## config.mk

```make
export PLATFORM = sky130hd
export DESIGN_NAME = count_serializer
export DESIGN_NICKNAME = d
export VERILOG_FILES = /design/src/rtl/count_serializer.sv
export SDC_FILE = /design/constraint.sdc
export NUM_CORES = 1
export LEC_CHECK = 0
export ABC_AREA = 1
export BUFFER_PORTS_ARGS = -buffer_cell sky130_fd_sc_hd__buf_4
export CAP_MARGIN = 15
export CORE_MARGIN = 2
export CORE_UTILIZATION = 55
export CTS_CLUSTER_SIZE = 12
export DETAILED_ROUTE_END_ITERATION = 10
export GPL_TIMING_DRIVEN = 0
export PLACE_DENSITY = 0.75
export SLEW_MARGIN = 10
export SYNTH_ARGS = -nofsm -noshare
export SYNTH_HDL_FRONTEND = slang
export SYNTH_SLANG_ARGS = --single-unit
```

## constraint.sdc

```tcl
create_clock -name clk -period 3.1 [get_ports clk]
set_clock_uncertainty 0.2 [all_clocks]
set_input_delay 0.465 -clock clk [delete_from_list [all_inputs] [get_ports clk]]
set_output_delay 0.465 -clock clk [all_outputs]
set_load 0.05 [all_outputs]
```

## src/rtl/count_serializer.sv

```systemverilog
// rtl/count_serializer.sv - 4-bit count framer: start, d0..d3, even parity, stop on an idle-high line.
// Every output comes straight from a flop; each frame bit is held for BIT_CYCLES clocks.
module count_serializer #(
   parameter int BIT_CYCLES = 4
) (
   input  logic       clk,
   input  logic       reset,
   input  logic [3:0] count_in,
   input  logic       capture,
   input  logic       overrun_clr,
   output logic       tx,
   output logic       busy,
   output logic       done,
   output logic       overrun
);

   typedef enum logic {
      IDLE  = 1'b0,
      SHIFT = 1'b1
   } state_t;

   localparam logic [7:0] CYC_LAST = 8'(BIT_CYCLES - 1);
   localparam logic [2:0] IDX_LAST = 3'd6;

   state_t     state_q, state_d;
   logic [7:0] cyc_q, cyc_d;
   logic [2:0] idx_q, idx_d;
   logic [5:0] shreg_q, shreg_d;
   logic       tx_q, tx_d;
   logic       busy_q, busy_d;
   logic       done_q, done_d;
   logic       overrun_q, overrun_d;

   always_ff @(posedge clk) begin
      if (reset) begin
         state_q   <= IDLE;
         cyc_q     <= '0;
         idx_q     <= '0;
         shreg_q   <= '0;
         tx_q      <= 1'b1;
         busy_q    <= 1'b0;
         done_q    <= 1'b0;
         overrun_q <= 1'b0;
      end else begin
         state_q   <= state_d;
         cyc_q     <= cyc_d;
         idx_q     <= idx_d;
         shreg_q   <= shreg_d;
         tx_q      <= tx_d;
         busy_q    <= busy_d;
         done_q    <= done_d;
         overrun_q <= overrun_d;
      end
   end

   always_comb begin
      state_d   = state_q;
      cyc_d     = cyc_q;
      idx_d     = idx_q;
      shreg_d   = shreg_q;
      tx_d      = tx_q;
      busy_d    = busy_q;
      done_d    = 1'b0;
      overrun_d = overrun_q;

      // A set on the same edge as a clear must win, so it is applied last.
      if (overrun_clr) overrun_d = 1'b0;
      if (capture && busy_q) overrun_d = 1'b1;

      case (state_q)
         IDLE: begin
            tx_d   = 1'b1;
            busy_d = 1'b0;
            if (capture) begin
               state_d = SHIFT;
               shreg_d = {1'b1, ^count_in, count_in};
               tx_d    = 1'b0;
               busy_d  = 1'b1;
               cyc_d   = '0;
               idx_d   = '0;
            end
         end
         SHIFT: begin
            if (cyc_q == CYC_LAST) begin
               cyc_d = '0;
               if (idx_q == IDX_LAST) begin
                  state_d = IDLE;
                  idx_d   = '0;
                  tx_d    = 1'b1;
                  busy_d  = 1'b0;
                  done_d  = 1'b1;
               end else begin
                  // Data, parity and stop drain LSB first out of the shift register.
                  idx_d   = idx_q + 3'd1;
                  tx_d    = shreg_q[0];
                  shreg_d = {1'b1, shreg_q[5:1]};
               end
            end else begin
               cyc_d = cyc_q + 8'd1;
            end
         end
         default: state_d = IDLE;
      endcase
   end

   assign tx      = tx_q;
   assign busy    = busy_q;
   assign done    = done_q;
   assign overrun = overrun_q;

endmodule

```

======== Yosys cells after proc, flatten, opt, wreduce, memory -nomap -nowiden ========
Index checks and enable logic that the tools add are counted.
operators by class
  add/sub/neg operators ................... 2
  equal/unequal tests ..................... 6
  mux-type cells .......................... 25
  bitwise gates (word level) .............. 2
  reductions and logical operators ........ 7
operator list
  operator                                              count
  2-to-1 mux 6 bit                                      3
  2-to-1 mux 8 bit                                      2
  case mux 8 bit (2 select lines)                       1
  case mux 6 bit (2 select lines)                       1
  2-to-1 mux 1 bit                                      11
  2-to-1 mux 3 bit                                      3
  adder 8 x 1 -> 8 bit (second input constant)          1
  equality test 8 x 2 -> 1 bit (second input constant)  1
  case mux 1 bit (2 select lines)                       3
  case mux 3 bit (2 select lines)                       1
  != test 2 x 1 -> 1 bit (second input constant)        2
  != test 2 bit (second input constant)                 2
  AND reduction 2 bit                                   2
  parity 4 bit                                          1
  adder 3 x 1 -> 3 bit (second input constant)          1
  equality test 3 bit (second input constant)           1
  AND reduction 3 bit                                   1
  OR reduction 3 bit                                    1
  inverter 1 bit                                        2
  nonzero test 2 bit                                    1
  logical AND 1 bit                                     1
storage, ports and cells
  register bits ........................... 22
  bits of input ports ..................... 8
  output and inout bits ................... 4
  word-level logic and storage cells ...... 50

======== Longest topological paths before layout ========
  word-level depth ........................ 4
  depth in mapped cells ................... 8
  mapped depth without buffers ............ 8

======== Worst setup path before layout ========
OpenSTA, ideal clock, no wires.
  path type ............................... flip-flop to flip-flop
  from .................................... reg cyc_q[0]
  to ...................................... reg shreg_q[0]
  setup time .............................. 113 ps
  data arrival time ....................... 1042 ps
  required time ........................... 2787 ps
  path slack .............................. 1745 ps
  cell stages (with the launch flop) ...... 9
  buffers on the path ..................... 0
  period minus slack after synthesis ...... 1355 ps
  cells stage by stage .................... dfxtp_1 ha_1 nand2_1 inv_1 nand2_2 nand2_4 nand3_2 nor2_1 nor2_1
between the ends
  longest elaborated chain between the ends .. 3
RTL lines
  element                                  line  RTL
  start: declaration                       26    logic [7:0] cyc_q, cyc_d;
  start signal: assignment                 46    cyc_q <= cyc_d;
  equality test 8 x 2 -> 1 bit             84    if (cyc_q == CYC_LAST) begin
  != test 2 x 1 -> 1 bit (no source line)  -
  AND reduction 3 bit (no source line)     -
  end signal: assignment                   48    shreg_q <= shreg_d;
  end: declaration                         28    logic [5:0] shreg_q, shreg_d;
Every way passes these cells.
A chain may end at the register's enable or synchronous reset.

======== Final worst setup path ========
  from .................................... reg busy_q (netlist: busy)
  to ...................................... out busy
RTL lines
  element                   line  RTL
  start: declaration        30    logic busy_q, busy_d;
  start signal: assignment  50    busy_q <= busy_d;
  end: declaration          12    output logic busy,
No word-level cell between the ends.

==> flow_summary.json <==
{
  "status": "completed",
  "routabilityCongestion": 0.812,
  "cts_setup_buffers": 0,
  "critPathMaxFanout": 3,
  "clockPowerShare_pct": 34.8,
  "synth_top_cell_by_area": "dfxtp_1",
  "holdBufCountCts": 0,
  "drv_slew": 0,
  "crit_required_ns": 2.43,
  "yosysMostFrequentCell": "nand2_1",
  "path_clk_slew_ns": 0.12,
  "worstHoldEndpoint": "overrun",
  "fmax_mhz": 648,
  "start_kind": "register",
  "fin_crit_sh_pct": 49.8,
  "drc": 0,
  "path_delay_family": "flip-flops",
  "yosys-top-cells-area": "dfxtp_1, nand2_1, inv_1, nand3_1, a21oi_1",
  "hold_depth": 4,
  "fin_area_um2": 1340,
  "tns_ns": 0,
  "fin_crit_ns": 1.54,
  "max_stage_delay_ns": 0.37,
  "crit_path_end_kind": "output port",
  "placed_area_um2": 1290,
  "synthArstFlopShare_pct": 0,
  "grt_pass1_vias": 1039,
  "max-vdd-ir-drop_mv": 0.335,
  "hpwl_mm": 1.83,
  "slowest_stage": "dfxtp_1",
  "num_vias": 1147,
  "switching_share_pct": 26.2,
  "ys_seq_elements": 22,
  "utilization_pct": 67.8,
  "synthFlopType": "dfxtp_1",
  "cts_tree": "built",
  "drt_iter0_drc": 23,
  "synth.distinct_cells": 23,
  "rsz0062_at_grt": "false",
  "clock_latency_ns": 0.31,
  "synthCells": 183,
  "die_w_um": 50.2,
  "grt_pass1_wl_mm": 4.12,
  "die-area_um2": 2520,
  "worst_slew_pin_slew_ns": 0.473,
  "rr_endpoint": "shreg_q[1]",
  "seqPwrFrac_pct": 48.3,
  "grt_max_degree": 14,
  "power.switching_mw": 0.166,
  "synthesis.area_um2": 1170,
  "syn_area_per_cell_um2": 6.42,
  "finalWirelength_mm": 2.41,
  "overflow": 0,
  "root_buffer": "clkbuf_4",
  "min-delay-path-class": "in2reg",
  "path_cells": "buf_4",
  "rr_startpoint": "cyc_q[0]",
  "synth_commonest_cells": "nand2_1, inv_1, dfxtp_1",
  "initial_utilization_pct": 59.3,
  "cts_resized": 0,
  "cts_max_level": 1,
  "area_growth_pct": 14.4,
  "drt-wirelength-per-cell_um": 10.7,
  "synth-edff-count": 0,
  "combinationalPowerShare_pct": 16.9,
  "max_cap_violations": 0,
  "rows": 16,
  "n_antenna_cell": 0,
  "p_int_mw": 0.466,
  "nets": 208,
  "yosysTopAreaCellShare_pct": 37.5,
  "path_class": "reg2out",
  "clk_path_buf_depth": 2,
  "multi_input_area_um2": 603,
  "seq_area_um2": 440,
  "nFillCells": 185,
  "numCtsBuffers": 3,
  "antenna_found_initial": 0,
  "leakagePower_nw": 0.641,
  "relSlewSlack_pct": 68.4,
  "postRouteAntennaNets": 0,
  "dr.pass1.iters": 4,
  "reg2reg_setup_slack_ns": 1.58,
  "worst-path-buf-inv": 1,
  "synth_nets": 192,
  "drive_gt1_share_pct": 15.2,
  "hold_viol": 0,
  "crit_arrival_ns": 0.88,
  "synth-seq-area-share_pct": 37.5,
  "ff2ff_path_depth": 7,
  "die_h_um": 50.2,
  "io_pins": 12,
  "core_um2": 1980,
  "cts.sinks": 22,
  "avgViaCountPerCell": 5.10,
  "hold_path_startpoint": "overrun_clr",
  "finalSetupViolations": 0,
  "cellPowerDensity_nw_per_um2": 470,
  "grt_util_all_layers_pct": 20.7,
  "port_buffers": 11,
  "ys_warn_count": 0
}
==> sequential cells by signal (all words and copies together), names as in the netlist <==
| register | count |
|---|---|
| overrun | 1 |
| state_q | 1 |
| busy | 1 |
| idx_q | 3 |
| shreg_q | 6 |
| tx | 1 |
| cyc_q | 8 |
| done | 1 |
==> power groups by stage <==
stage	combinational [mW]	sequential (mW)	clock, mW
finish	0.107	0.305	0.220
global route	0.120	0.307	0.236
CTS	0.108	0.305	0.226
detailed placement	0.107	0.312	0
global placement	0.105	0.311	0
floorplan	0.0672	0.321	0
==> cell type report <==
class | count | area share [%]
well taps | 27 | 2.51
plain buffers | 4 | 1.96
clock inverters | 1 | 2.23
inverters | 28 | 7.82
clock buffers | 3 | 1.68
repair buffers | 11 | 6.15
multi-input cells | 129 | 44.9
flip-flops and latches | 22 | 32.8
==> through the flow <==
| stage | hold slack (ns) | cells | worst slack, ns | power (mW) |
|---|---|---|---|---|
| finish | 0.188 | 225 | 1.56 | 0.632 |
| global route | 0.186 | 225 | 1.43 | 0.663 |
| CTS | 0.180 | 225 | 1.54 | 0.639 |
| detailed placement | 0.253 | 221 | 1.52 | 0.419 |
| global placement | 0.241 | 221 | 1.54 | 0.415 |
| floorplan | 0.227 | 183 | 1.74 | 0.388 |
==> layout by cell type (no fill, tap or decap), types with 3 or more instances in the layout <==
| cell type | instances |
|---|---|
| nand3_1 | 17 |
| buf_4 | 13 |
| nor2_1 | 15 |
| o21ai_0 | 10 |
| clkbuf_4 | 4 |
| dfxtp_1 | 22 |
| nand2_1 | 57 |
| inv_1 | 25 |
| a21oi_1 | 13 |
| nor2_2 | 3 |
| inv_2 | 3 |
==> per-layer routing <==
layer,GRT usage [%],vias to the layer above,share of wire (%)
met5,0,-,0
met1,22.6,520,44
li1,-,608,-
met2,40.4,19,53
met4,6.48,0,0
met3,2.98,0,2.8
==> logic make-up after synthesis <==
group / after synthesis / synth area share, %
AO/OA/AOI/OAI: 28 / 12.7
adder cells (fa/ha/maj): 1 / 1.06
buffers and inverters: 32 / 11.2
flip-flops: 22 / 37.5
AND/OR/NAND/NOR: 100 / 37.6
==> worst max-delay path by stage <==
stage                       to     start  cells past startpoint
finish                    busy      busy                      1
global route        shreg_q[1]  cyc_q[0]                      7
CTS                       busy      busy                      1
detailed placement  shreg_q[1]   capture                      6
global placement    shreg_q[2]   capture                      6
floorplan           shreg_q[0]  cyc_q[0]                      8
Power figures use the tool's default switching activity.
